File: config.mk
export PLATFORM = sky130hd
export DESIGN_NAME = reg_list_sequencer_flat
export DESIGN_NICKNAME = d
export VERILOG_FILES = /design/src/rtl/reg_list_sequencer_if.sv /design/src/rtl/reg_list_sequencer.sv /design/src/flat_wrapper.sv
export SDC_FILE = /design/constraint.sdc
export NUM_CORES = 1
export LEC_CHECK = 0
export BUFFER_PORTS_ARGS = -buffer_cell sky130_fd_sc_hd__buf_2
export CORE_MARGIN = 2
export CORE_UTILIZATION = 45
export CTS_CLUSTER_DIAMETER = 80
export DETAILED_ROUTE_END_ITERATION = 16
export PLACE_DENSITY_LB_ADDON = 0.1
export SETUP_SLACK_MARGIN = 0.1
export SLEW_MARGIN = 0
export SYNTH_ARGS = -nofsm -noshare
export SYNTH_HDL_FRONTEND = slang
export SYNTH_SLANG_ARGS = --single-unit
File: constraint.sdc
create_clock -name clk -period 2.4 [get_ports clk]
set_clock_uncertainty 0.15 [all_clocks]
set_input_delay 0.48 -clock clk [delete_from_list [all_inputs] [get_ports clk]]
set_output_delay 0.48 -clock clk [all_outputs]
set_load 0.05 [all_outputs]
File: src/rtl/reg_list_sequencer_if.sv
// Handshake bundle between the multicycle controller and the register-list sequencer.
// The controller owns start/mask/abort/idx_ready; the sequencer drives everything else.
interface reg_list_sequencer_if #(
    parameter int WIDTH = 8,
    parameter int IDX_W = $clog2(WIDTH)
);
    logic             start;
    logic [WIDTH-1:0] mask;
    logic             abort;
    logic             idx_valid;
    logic [IDX_W-1:0] idx;
    logic             idx_ready;
    logic             last;
    logic [IDX_W:0]   count;
    logic             busy;
    logic             done;

    modport master (
        output start, mask, abort, idx_ready,
        input  idx_valid, idx, last, count, busy, done
    );

    modport slave (
        input  start, mask, abort, idx_ready,
        output idx_valid, idx, last, count, busy, done
    );
endinterface

File: src/rtl/reg_list_sequencer.sv
// Steps through a latched register-list mask, one index per accepted handshake, LSB- or MSB-first.
// Latency: first index the cycle after start; done the cycle after the final handshake.
// Backpressure: idx/last/count hold while idx_valid && !idx_ready; abort wins over handshake and start.
module reg_list_sequencer #(
    parameter int  WIDTH     = 8,
    parameter int  MSB_FIRST = 0,
    localparam int IDX_W     = $clog2(WIDTH)
) (
    input  logic               clk,
    input  logic               reset_n,
    reg_list_sequencer_if.slave bus
);
    typedef enum logic [1:0] {
        IDLE = 2'd0,
        RUN  = 2'd1,
        FIN  = 2'd2
    } state_t;

    state_t           state;
    logic [WIDTH-1:0] rem_q;
    logic [IDX_W:0]   count_q;
    logic             valid_q;
    logic             busy_q;
    logic             done_q;

    logic [IDX_W-1:0] idx_d;
    logic             onehot_d;
    logic             fire;

    // Priority pick of the next bit purely from registered state keeps inputs off the output path.
    always_comb begin
        idx_d = '0;
        if (MSB_FIRST == 0) begin
            for (int i = WIDTH - 1; i >= 0; i--) begin
                if (rem_q[i]) idx_d = IDX_W'(i);
            end
        end else begin
            for (int i = 0; i < WIDTH; i++) begin
                if (rem_q[i]) idx_d = IDX_W'(i);
            end
        end
    end

    assign onehot_d = (rem_q != '0) && ((rem_q & (rem_q - WIDTH'(1))) == '0);
    assign fire     = valid_q && bus.idx_ready;

    always_ff @(posedge clk or negedge reset_n) begin
        if (!reset_n) begin
            state   <= IDLE;
            rem_q   <= '0;
            count_q <= '0;
            valid_q <= 1'b0;
            busy_q  <= 1'b0;
            done_q  <= 1'b0;
        end else begin
            case (state)
                IDLE: begin
                    done_q <= 1'b0;
                    if (bus.start && !bus.abort) begin
                        count_q <= '0;
                        busy_q  <= 1'b1;
                        if (bus.mask != '0) begin
                            rem_q   <= bus.mask;
                            valid_q <= 1'b1;
                            state   <= RUN;
                        end else begin
                            done_q <= 1'b1;
                            state  <= FIN;
                        end
                    end
                end
                RUN: begin
                    if (bus.abort) begin
                        rem_q   <= '0;
                        valid_q <= 1'b0;
                        busy_q  <= 1'b0;
                        state   <= IDLE;
                    end else if (fire) begin
                        rem_q   <= rem_q & ~(WIDTH'(1) << idx_d);
                        count_q <= count_q + {{IDX_W{1'b0}}, 1'b1};
                        if (onehot_d) begin
                            valid_q <= 1'b0;
                            done_q  <= 1'b1;
                            state   <= FIN;
                        end
                    end
                end
                FIN: begin
                    rem_q  <= '0;
                    done_q <= 1'b0;
                    busy_q <= 1'b0;
                    state  <= IDLE;
                end
                default: begin
                    rem_q   <= '0;
                    valid_q <= 1'b0;
                    busy_q  <= 1'b0;
                    done_q  <= 1'b0;
                    state   <= IDLE;
                end
            endcase
        end
    end

    assign bus.idx_valid = valid_q;
    assign bus.idx       = idx_d;
    assign bus.last      = valid_q && onehot_d;
    assign bus.count     = count_q;
    assign bus.busy      = busy_q;
    assign bus.done      = done_q;
endmodule

File: src/flat_wrapper.sv
// flat-port wrapper written by rule: the top's interface ports become plain ports
module reg_list_sequencer_flat 
#(
    parameter int  WIDTH     = 8,
    parameter int  MSB_FIRST = 0,
    localparam int IDX_W     = $clog2(WIDTH)
)
  (clk, reset_n, bus_start, bus_mask, bus_abort, bus_idx_ready, bus_idx_valid, bus_idx, bus_last, bus_count, bus_busy, bus_done);
  reg_list_sequencer_if #(.WIDTH(WIDTH)) bus_i ();
  input  logic clk;
  input  logic reset_n;
  input wire logic [$bits(bus_i.start)-1:0] bus_start;
  input wire logic [$bits(bus_i.mask)-1:0] bus_mask;
  input wire logic [$bits(bus_i.abort)-1:0] bus_abort;
  input wire logic [$bits(bus_i.idx_ready)-1:0] bus_idx_ready;
  output wire logic [$bits(bus_i.idx_valid)-1:0] bus_idx_valid;
  output wire logic [$bits(bus_i.idx)-1:0] bus_idx;
  output wire logic [$bits(bus_i.last)-1:0] bus_last;
  output wire logic [$bits(bus_i.count)-1:0] bus_count;
  output wire logic [$bits(bus_i.busy)-1:0] bus_busy;
  output wire logic [$bits(bus_i.done)-1:0] bus_done;
  assign bus_i.start = bus_start;
  assign bus_i.mask = bus_mask;
  assign bus_i.abort = bus_abort;
  assign bus_i.idx_ready = bus_idx_ready;
  assign bus_idx_valid = bus_i.idx_valid;
  assign bus_idx = bus_i.idx;
  assign bus_last = bus_i.last;
  assign bus_count = bus_i.count;
  assign bus_busy = bus_i.busy;
  assign bus_done = bus_i.done;
  reg_list_sequencer #(.WIDTH(WIDTH), .MSB_FIRST(MSB_FIRST)) u_core (.clk(clk), .reset_n(reset_n), .bus(bus_i));
endmodule
==> key figures <==
Power and ir drop
  – Peak supply drop: 0.000643 V
  – P per Cell Area: 1040 nW/um2
  – Comb power frac: 58.0%
  – Total power after layout: 1430 uW
  – Leakage power figure: 0.000655 uW
  – Seq pwr share: 30.8%
  – Switching power total: 669 uW
  – Sw Share: 46.6%
  – Internal: 766 uW
  – Clock power frac: 11.1%

Synthesis
  – FF+latch count, synth: 17
  – Post-Syn Area: 1060 um2
  – Adder-cell share of the synthesized area: 1.18%
  – Post-synth cell types: 40
  – Simple-gate portion of the synthesized area: 31.4%
  – Synthesis warning total: 0
  – Synth Area in XOR/XNOR: 1.66%
  – Main combinational cell family by area after synthesis: simple AND/OR/NAND/NOR gates
  – Syn Area/Cell: 8.39 um2
  – Synth Instances: 126
  – Seq/Total Area, Yosys: 40.2%
  – Post-synthesis mux area share: 1.07%
  – Net count after synthesis: 140
  – Compound-gate portion of the synthesized area: 19.9%

Worst setup path
  – Req. time, crit path: 1.77 ns
  – WP data arrival: 1.95 ns
  – Critical Path Sink Type: output port
  – Worst Path Max Fanout: 4
  – Reg2reg setup slack: 0.49 ns
  – Delay-heaviest family, CP: simple AND/OR/NAND/NOR gates
  – Cell at the slowest stage of the critical path: or4_4
  – Crit-path cells: or4_4 -> nand3_2 -> and4_4 -> and4b_2 -> buf_8
  – R2R cell count: 5
  – Reg-to-reg endpoint: u_core.rem_q[4]$_DFFE_PN0P_
  – Worst path buffer plus inverter count: 1
  – Crit start category: flip-flop
  – Reg2Reg Launch Point: u_core.state[0]$_DFFE_PN0P_
  – Slowest cell delay on critical path: 0.54 ns
  – Crit path launch: u_core.rem_q[3]$_DFFE_PN0P_
  – Critical path class: flip-flop to output port
  – WP depth: 5

Die
  – Die ar.: 2750 um2
  – CORE AREA: 2210 um2
  – Number of placement rows: 17
  – Height of the die: 52.5 um
  – Initial core utilization: 47.8%
  – IO Count: 24
  – Die W: 52.5 um

Clocking
  – Worst skew pair latency: 0.30 ns
  – Max H-tree Level: 1
  – Clk slew on worst S/H paths: 0.11 ns
  – CTS max path bufs: 2
  – # clock sinks: 17
  – CTS root buf: clkbuf_4
  – Num CTS Buffers: 3
  – CTS tree: built

Layout
  – Final Cell Area: 1380 um2
  – Most frequent cells in the layout: 19 x buf_2, 17 x nand2_1, 17 x buf_4, 15 x dfrtp_1, 14 x nor2_1
  – Fillers: 200
  – # diodes: 0
  – Nets: 177
  – Syn-to-layout area delta: 30.2%
  – Share of layout cells above drive strength 1: 34.6%
  – Commonest non-fill, non-tap cell in the layout: buf_2

STA
  – Final period util: 107%
  – Min Tclk post-route: 2.58 ns
  – FMAX: 388 MHz
  – Final hold violations: 0
  – Unrepaired setup endpoints after global routing: yes
  – Slew @ Worst Pin: 0.393 ns
  – Slew headroom: 73.8%
  – Setup violators final: 1
  – Setup TNS: -0.179 ns
  – Setup WS post-layout: -0.179 ns
  – Max Slew Vio Count: 0

Placement
  – Placed inst area: 1250 um2
  – IO Port Bufs: 23
  – Dpl hpwl: 1910 um
  – Pre-CTS setup slack: 0.00873 ns
  – GP Congestion: 0.804

GRT
  – GR Layer Usage met2: 36.3%
  – Pin count of the biggest net entering global routing: 18
  – Vias in the first global route: 983
  – Layer with the highest usage: met2
  – Initial antenna violation count: 0
  – Met1 GRT Util: 28.3%
  – Gr ovfl total: 0
  – Tot GR Track Use: 21.5%
  – First-pass GRT wire length: 4390 um
  – Met3 usage: 3.43%

Min path
  – Worst Hold Endpoint: u_core.rem_q[5]$_DFFE_PN0P_
  – Hold path startpoint: bus_mask[5]
  – Hold Path Class: primary input to flip-flop
  – Hold Crit Depth: 3

Run status
  – Failing checks: setup timing
  – Status: finished with violations

Route
  – Vias: 1,056
  – Drt first-iter violations: 28
  – Routed len/inst: 13.7 um
  – Aggregate routed wire length: 2610 um
  – DRC: 0
  – Vias per cell: 5.56
  – Pre-Repair DR Iteration Count: 4
  – Number of antenna-violating nets in the routed design: 0

Run
  – Max cap viols: 0
## power groups by stage
stage	Clock, uW	Combinational (uW)	Sequential, uW
floorplan	0	455	497
global placement	0	707	438
detailed placement	0	713	443
CTS	161	802	434
global route	178	897	454
finish	160	832	443
## worst register-to-register path, cell delays in order (launching register included)
cell,delay [ns]
dfrtp_1,0.50
nor3b_1,0.36
a221oi_2,0.12
buf_4,0.19
or4b_1,0.46
nand3_1,0.08
## cells in the mapped netlist
library cell,instances,share of area [%]
dfrtp_1,17,40
a22oi_1,1,0.71
a21boi_0,1,0.71
nand2_1,17,6.0
a21o_1,1,0.71
nor2_1,15,5.3
or4b_1,1,0.95
and4_4,1,1.1
nand3b_1,1,0.71
o32ai_1,1,0.83
nor3b_1,1,0.71
a21oi_1,7,3.3
mux2_2,1,1.1
a211o_1,1,0.83
a22o_1,5,4.1
o21ai_1,1,0.47
buf_6,1,1.1
nand3_1,6,2.8
o21bai_1,2,1.4
and2_1,1,0.59
nor2b_1,3,1.8
o211ai_1,2,1.4
nor2_2,1,0.59
clkbuf_1,3,1.1
nand2b_1,3,1.8
inv_1,3,1.1
or3b_1,1,0.83
or4_4,1,1.1
nand4_1,1,0.59
nor3_1,5,2.4
nand4b_1,1,0.83
xor2_1,2,1.7
ha_1,1,1.2
a221oi_2,1,1.4
a31oi_1,1,0.59
and4b_1,1,0.95
buf_2,3,1.4
o21ai_0,7,3.3
or2_1,1,0.59
nor4_1,3,1.8
## logic make-up (layout without fill, tap and decap cells)
kind of cell / count (synthesis) / in the layout
muxes: 1 / 1
buffers and inverters: 10 / 46
adders and majority gates: 1 / 1
xor gates and xnor gates: 2 / 2
DFF: 17 / 17
AOI/OAI and AO/OA: 31 / 31
and+or+nand+nor: 64 / 64
## registers in the layout (all words and copies together), names as in the netlist
name,cells
u_core.state,2
u_core.bus.count,4
u_core.bus.busy,1
u_core.rem_q,8
u_core.bus.idx_valid,1
u_core.bus.done,1
## final cells by class
class	instances	area (um2)	area share, %
Clock buffer	3	22.5	1.64
Clock inverter	1	5.00	0.364
Inverter	3	11.3	0.818
Multi-Input combinational cell	99	616	44.7
Sequential cell	17	428	31.1
Tap cell	28	35.0	2.55
Timing Repair Buffer	39	259	18.8
## repair_timing
item / CTS / global route
buffers inserted: 4 / 1
gates resized for setup: 11 / 5
pin swaps: 3 / 0
hold buffers: 1 / 0
endpoints found under the hold margin: 17 / 0
endpoints found under the setup margin: 4 / 4
## through the flow
stage / hold WS [ns] / utilization, % / std cells
final: 0.233 / 62.2 / 190
after global routing: 0.243 / 62.2 / 190
after CTS: 0.236 / 61.3 / 189
after detailed placement: 0.274 / 56.5 / 180
after global placement: 0.274 / 56.5 / 180
after floorplan: 0.0344 / - / 126
## worst max-delay path by stage
| stage | end |
|---|---|
| finish | bus_last |
| global route | bus_last |
| CTS | bus_last |
| detailed placement | bus_last |
| global placement | bus_last |
| floorplan | bus_last |
## routing by layer
metal  vias up  part of all wire (%)
met2        21                    50
met1       503                    46
met3         3                   3.4
met5         -                     0
met4         0                   1.0
li1        529                     -
Note: power is estimated with default switching activity, not from simulation.
